[src/rtl/uart_rx_receiver.sv]
// uart_rx_receiver: 8N1 UART receiver, OVERSAMPLE x baud clken, rdy/rdy_clr handshake.
// Define UART_RX_PARITY_EN for 8E1 frames with a parity_err output.
module uart_rx_receiver #(
  parameter int OVERSAMPLE  = 16,
  parameter int SYNC_STAGES = 2
) (
  input  logic       clk_50m,
  input  logic       rst,
  input  logic       rx,
  input  logic       clken,
  input  logic       rdy_clr,
  output logic [7:0] dout,
  output logic       rdy,
  output logic       frame_err,
  output logic       overrun,
  output logic       rx_busy
`ifdef UART_RX_PARITY_EN
  ,
  output logic       parity_err
`endif
);
  localparam int CW = $clog2(OVERSAMPLE + 1);
  localparam logic [CW-1:0] FULL = CW'(OVERSAMPLE);
  localparam logic [CW-1:0] HALF = CW'(OVERSAMPLE / 2);
  typedef enum logic [2:0] {
    IDLE, START, DATA, STOP, WAIT_HIGH
`ifdef UART_RX_PARITY_EN
    , PARITY
`endif
  } state_t;
`ifdef UART_RX_PARITY_EN
  localparam state_t AFTER_DATA = PARITY;
`else
  localparam state_t AFTER_DATA = STOP;
`endif
  state_t state_q, state_d;
  logic [SYNC_STAGES-1:0] sync_q;
  logic [CW-1:0] cnt_q, cnt_d, cnt_inc;
  logic [2:0] bit_q, bit_d;
  logic [7:0] shift_q, shift_d, dout_q, dout_d;
  logic rdy_q, rdy_d, ferr_q, ferr_d, ovr_q, ovr_d;
  logic rx_s, at_full, done;
`ifdef UART_RX_PARITY_EN
  logic par_q, par_d, perr_q, perr_d;
`endif
  assign rx_s    = sync_q[SYNC_STAGES-1];
  assign cnt_inc = cnt_q + CW'(1);
  assign at_full = cnt_inc == FULL;
  always_ff @(posedge clk_50m or negedge rst) begin
    if (!rst) begin
      sync_q  <= '1;
      state_q <= IDLE;
      cnt_q   <= '0;
      bit_q   <= '0;
      shift_q <= '0;
      dout_q  <= '0;
      rdy_q   <= 1'b0;
      ferr_q  <= 1'b0;
      ovr_q   <= 1'b0;
`ifdef UART_RX_PARITY_EN
      par_q   <= 1'b0;
      perr_q  <= 1'b0;
`endif
    end else begin
      sync_q  <= {sync_q[SYNC_STAGES-2:0], rx};
      state_q <= state_d;
      cnt_q   <= cnt_d;
      bit_q   <= bit_d;
      shift_q <= shift_d;
      dout_q  <= dout_d;
      rdy_q   <= rdy_d;
      ferr_q  <= ferr_d;
      ovr_q   <= ovr_d;
`ifdef UART_RX_PARITY_EN
      par_q   <= par_d;
      perr_q  <= perr_d;
`endif
    end
  end
  always_comb begin
    state_d = state_q;
    cnt_d   = cnt_q;
    bit_d   = bit_q;
    shift_d = shift_q;
    dout_d  = dout_q;
    rdy_d   = rdy_clr ? 1'b0 : rdy_q;
    ovr_d   = rdy_clr ? 1'b0 : ovr_q;
    ferr_d  = ferr_q;
    done    = 1'b0;
`ifdef UART_RX_PARITY_EN
    par_d   = par_q;
    perr_d  = perr_q;
`endif
    if (clken) begin
      case (state_q)
        IDLE: begin
          state_d = rx_s ? IDLE : START;
          cnt_d   = rx_s ? cnt_q : CW'(1);
        end
        START: begin
          cnt_d = (cnt_inc == HALF) ? '0 : cnt_inc;
          if (cnt_inc == HALF) state_d = rx_s ? IDLE : DATA;
        end
        DATA: begin
          cnt_d = at_full ? '0 : cnt_inc;
          if (at_full) begin
            shift_d = {rx_s, shift_q[7:1]};
            bit_d   = bit_q + 3'd1;
            state_d = (bit_q == 3'd7) ? AFTER_DATA : DATA;
          end
        end
`ifdef UART_RX_PARITY_EN
        PARITY: begin
          cnt_d = at_full ? '0 : cnt_inc;
          if (at_full) begin
            par_d   = rx_s;
            state_d = STOP;
          end
        end
`endif
        STOP: begin
          cnt_d = at_full ? '0 : cnt_inc;
          if (at_full) begin
            done    = rx_s;
            ferr_d  = ~rx_s;
            state_d = rx_s ? IDLE : WAIT_HIGH;
          end
        end
        WAIT_HIGH: state_d = rx_s ? IDLE : WAIT_HIGH;
        default:   state_d = IDLE;
      endcase
    end
    // a completing byte beats a same-cycle rdy_clr; overrun only if the old byte was unread
    if (done) begin
      dout_d = shift_q;
      rdy_d  = 1'b1;
      ovr_d  = ~rdy_clr & (ovr_q | rdy_q);
`ifdef UART_RX_PARITY_EN
      perr_d = ^{shift_q, par_q};
`endif
    end
  end
  assign dout      = dout_q;
  assign rdy       = rdy_q;
  assign frame_err = ferr_q;
  assign overrun   = ovr_q;
  assign rx_busy   = state_q != IDLE;
`ifdef UART_RX_PARITY_EN
  assign parity_err = perr_q;
`endif
endmodule

[config.mk]
export PLATFORM = sky130hd
export DESIGN_NAME = uart_rx_receiver
export DESIGN_NICKNAME = d
export VERILOG_FILES = /design/src/rtl/uart_rx_receiver.sv
export SDC_FILE = /design/constraint.sdc
export NUM_CORES = 1
export LEC_CHECK = 0
export ABC_AREA = 1
export BUFFER_PORTS_ARGS = -buffer_cell sky130_fd_sc_hd__buf_2
export CAP_MARGIN = 10
export CORE_ASPECT_RATIO = 1.5
export CORE_MARGIN = 2
export CORE_UTILIZATION = 35
export CTS_BUF_LIST = sky130_fd_sc_hd__clkbuf_16
export DETAILED_ROUTE_END_ITERATION = 8
export SLEW_MARGIN = 30
export SYNTH_ARGS = -nofsm -noshare
export SYNTH_HDL_FRONTEND = slang
export SYNTH_SLANG_ARGS = --single-unit
[constraint.sdc]
create_clock -name clk_50m -period 1.85 [get_ports clk_50m]
set_clock_uncertainty 0.05 [all_clocks]
set_input_delay 0.4625 -clock clk_50m [delete_from_list [all_inputs] [get_ports clk_50m]]
set_output_delay 0.4625 -clock clk_50m [all_outputs]
set_load 0.1 [all_outputs]
-- Yosys cells after proc, flatten, opt, wreduce, memory -nomap -nowiden
Cells that the tools add are included.
- flip-flop bits (word level): 32
- latch bits: 0
- bits in writable memories: 0
- ROM bits: 0
- bits of input ports: 5
- output and inout bits: 12
- logic and storage cells: 53
- memories: 0
- add/subtract/negate cells: 2
- multiply operators: 0
- divide/modulo/power cells: 0
- $lt $le $gt $ge: 0
- equal/unequal tests: 11
- shifts and indexed selects: 0
- muxes and demuxes: 18
- bitwise operators: 4
- reduce and logical (&&, ||, !) cells: 9
- operators with widths (kind ; number):
    $mux W5 ; 3
    $pmux W3 S5 ; 1
    $pmux W5 S3 ; 1
    $mux W3 ; 4
    $reduce_and A3 Y1 ; 3
    $mux W1 ; 8
    $ne A2 B2 Y1 const B ; 4
    $eq A3 B2 Y1 const B ; 2
    $eq A3 B3 Y1 const B ; 2
    $reduce_bool A3 Y1 ; 2
    $add A5 B1 Y5 const B ; 1
    $eq A5 B4 Y1 const B ; 1
    $eq A5 B5 Y1 const B ; 1
    $reduce_and A4 Y1 ; 1
    $add A3 B1 Y3 const B ; 1
    $eq A3 B1 Y1 const B ; 1
    $logic_not A3 Y1 ; 1
    $mux W2 ; 1
    $not A1 Y1 ; 2
    $reduce_bool A2 Y1 ; 1
    $reduce_or A2 Y1 ; 1
    $and A1 B1 Y1 ; 1
    $or A1 B1 Y1 ; 1

-- Depth between registers and ports, before layout
- depth in word-level cells: 6
- gate-level depth with buffers: 10
- gate-level depth less buffers: 10

-- Worst setup path before layout
No wires, ideal clock.
- kind: register -> register
- from: register state_q[0]
- to: register state_q[0]
- library setup time: 66 ps
- arrival time: 1652 ps
- data required time: 1734 ps
- slack: 82 ps
- stages on the path, launching flop included: 6
- path buffers: 0
- period minus slack after synthesis: 1768 ps
- cell sequence: dfrtp_1 > nor2_1 > nand2_1 > o21ai_0 > nand4_1 > nand2_1
- longest elaborated chain between the ends: 3
- elaborated cells between the ends (all ways): 10
- those cells by class: eq/ne: 7; mux: 1; reduce/logical: 2
- ends and longest elaborated chain (what ; line ; text):
    start, declared ; 36 ; state_t state_q, state_d;
    start signal, assigned ; 66 ; state_q <= state_d;
    $eq A3 B1 Y1 / $eq A3 B2 Y1 (equally long branches) ; 95 ; case (state_q)
    $ne A2 B2 Y1 (no source line) ; - ;
    $reduce_and A4 Y1 (no source line) ; - ;
Several ways; a longest one is shown, not always the timed one.
A chain may end at the register's enable or synchronous reset.

-- Final worst setup path
- from: register state_q[1]
- to: output port rx_busy
- longest elaborated chain between the ends: 1
- ends and longest elaborated chain (what ; line ; text):
    $reduce_bool A3 Y1 ; 147 ; assign rx_busy = state_q != IDLE;
    end, declared ; 16 ; output logic rx_busy
No other way between the ends.

==> results.tsv <==
metric	value	unit
synth_cell_types	20	
path_depth	3	
coreArea	0.00425	sq mm
clockBufferDepth	2	
timing.final.hold_violations	0	
finalMaxSlewViolations	0	
synth_most_common_cell	nand2_1	
drtIter0Drc	36	
fin_util	0.448	
cp.buffers_inverters	1	
fin_nets	222	
dieArea	0.00502	sq mm
synth_top_area_frac	0.481	
crit_required	1340	ps
htreeDepth	2	
dp_hpwl	2280	microns
syn_avg_cell_area	8.34	sq um
avgRoutedWirePerCell	12.4	microns
status	complete, no violations	
reg2reg_depth	8	
p_leak	1.10	nW
crit_slowest_cell	dfrtp_1	
initial_core_util	0.368	
ant_nets	0	
die_h	85.8	microns
peakVddDrop	0.718	mV
cpPeakStageDelay	440	ps
numPortBuffers	16	
fp-row-count	29	
synth-seq-cells	32	
ios	17	
setup_slack	103	ps
grt_max_degree	33	
reg2reg_slack	110	ps
async_reset_ff_frac	1.00	
syn_inst	187	
postSynthNetCount	196	
cts_tree	built	
worst_pin_slew	490	ps
final_cells	260	
slew-limit-headroom	0.676	
cts_hold_buf	0	
crit_start	state_q[1]	
antenna_cells	0	
fillers	431	
regToRegEndpoint	dout[1]	
antenna_found_initial	0	
endpoint_kind	primary output	
synth_flop_cell	dfrtp_1	
fmax	0.573	GHz
fin_crit	1750	ps
worstSetupPathType	flop to primary output	
yosys-top-cells-count	80 x nand2_1, 30 x dfrtp_1, 17 x inv_1, 16 x nand4_1, 10 x nand3_1	
drcViolationCount	0	
yosys-top-cells-area	dfrtp_1 48%, nand2_1 19%, nand4_1 6.4%	
synth-edff-count	0	
preCtsSetupSlack	108	ps
drive_gt1_frac	0.201	
routed_wl	3220	microns
gp_congestion	0.851	
yosysSeqAreaShare	0.515	
firstDrtPassIters	4	
cp_top_family	flip-flops	
critPathMaxFanout	5	
clockRootBuffer	clkbuf_16	
reg2reg_from	cnt_q[0]	
critPathLaunchType	flop	
place_inst	250	
cts_sinks	32	
clock_latency	270	ps
hold_class	primary input to asynchronous set/reset pin	
worstPathArrival	1230	ps
crit_end	rx_busy	
cap_violations	0	
grt_usage	0.149	
grt_pass1_vias	1282	
via_count	1275	
die_x	58.5	microns
path_clk_slew	50	ps
viasPerCell	4.90	
path_cells	nor2_2 -> nand2_1 -> clkbuf_4	
fin_crit_sh	0.944	
finalSetupViolCount	0	
rsz0062_at_grt	yes	
cts_made_buffers	5	
hold-worst-slack	149	ps
grt_overflow	0	
yosysWarnings	0	
grt_pass1_wl	5580	microns
area_growth	22.0	%
synth_area	0.00156	sq mm
synthDominantAreaCellType	dfrtp_1	
p_per_area	1150	mW/mm^2
[timing repair]
item / CTS / global route
resized for setup: 0 / 8
setup buffers: 0 / 1
setup endpoints to repair: 0 / 22
[cell usage in the layout (no fill, tap or decap), drive strengths merged]
| cell type | synthesis | layout |
|---|---|---|
| nand3 | 12 | 12 |
| a21boi | 1 | 1 |
| a21oi | 1 | 1 |
| o21ai | 9 | 9 |
| clkinv | 1 | 2 |
| clkbuf | 1 | 6 |
| bufinv | 0 | 1 |
| ha | 4 | 4 |
| dfstp | 2 | 2 |
| nand2 | 82 | 83 |
| buf | 4 | 22 |
| nand4 | 16 | 16 |
| dfrtp | 30 | 30 |
| nor2 | 6 | 6 |
| inv | 18 | 19 |
[stage by stage]
stage               setup TNS, ps  power [mW]  cell area [sq um]
detailed placement              0        1.27               1700
finish                          0        2.19               1900
global route                 -146        2.32               1900
floorplan                       0        1.15               1560
global placement                0        1.27               1700
CTS                             0        2.18               1860
[per-layer routing]
| metal | track usage | wire, microns | up-vias |
|---|---|---|---|
| met1 | 0.162 | 1300 | 586 |
| met4 | 0.110 | 121 | 0 |
| li1 | - | - | 653 |
| met5 | 0 | 0 | - |
| met2 | 0.239 | 1670 | 25 |
| met3 | 0.0422 | 131 | 11 |
[worst min-delay path by stage]
stage                     depth (start not counted)    endpoint  slack [ps]  startpoint
after floorplan                                   0    bit_q[0]         120         rst
after global placement                            0   sync_q[1]         300   sync_q[0]
after detailed placement                          0   sync_q[1]         300   sync_q[0]
after CTS                                         2  state_q[0]         170         rst
after global routing                              2  state_q[0]         200         rst
final                                             2  state_q[0]         150         rst
[state kept, by name, summed over array words and instances, names as in the netlist]
register	count
bit_q	3
cnt_q	5
dout	8
frame_err	1
overrun	1
rdy	1
shift_q	8
state_q	3
sync_q	2
[power by group]
part	internal [mW]	switching (mW)	total, mW
Clock	0.624	0.274	0.898
Sequential	0.747	0.0538	0.801
Combinational	0.134	0.355	0.489
Total	1.50	0.683	2.19
[cells by family (layout without fill, tap and decap cells)]
logic type | Yosys count | count (layout) | synth area share
adders and majority gates | 4 | 4 | 0.0321
and+or+nand+nor | 116 | 117 | 0.335
buffers and inverters | 24 | 50 | 0.0762
DFF | 32 | 32 | 0.515
AOI/OAI and AO/OA | 11 | 11 | 0.0417
[cell type report]
cell class / count / area, sq um / area share
multi-input combinational: 132 / 664 / 0.349
sequential: 32 / 803 / 0.422
clock inverter: 3 / 37.5 / 0.0197
tap: 46 / 57.6 / 0.0302
timing repair buffer: 23 / 139 / 0.0730
inverter: 19 / 76.3 / 0.0401
clock buffer: 5 / 125 / 0.0657
(Power assumes the default switching activity.)
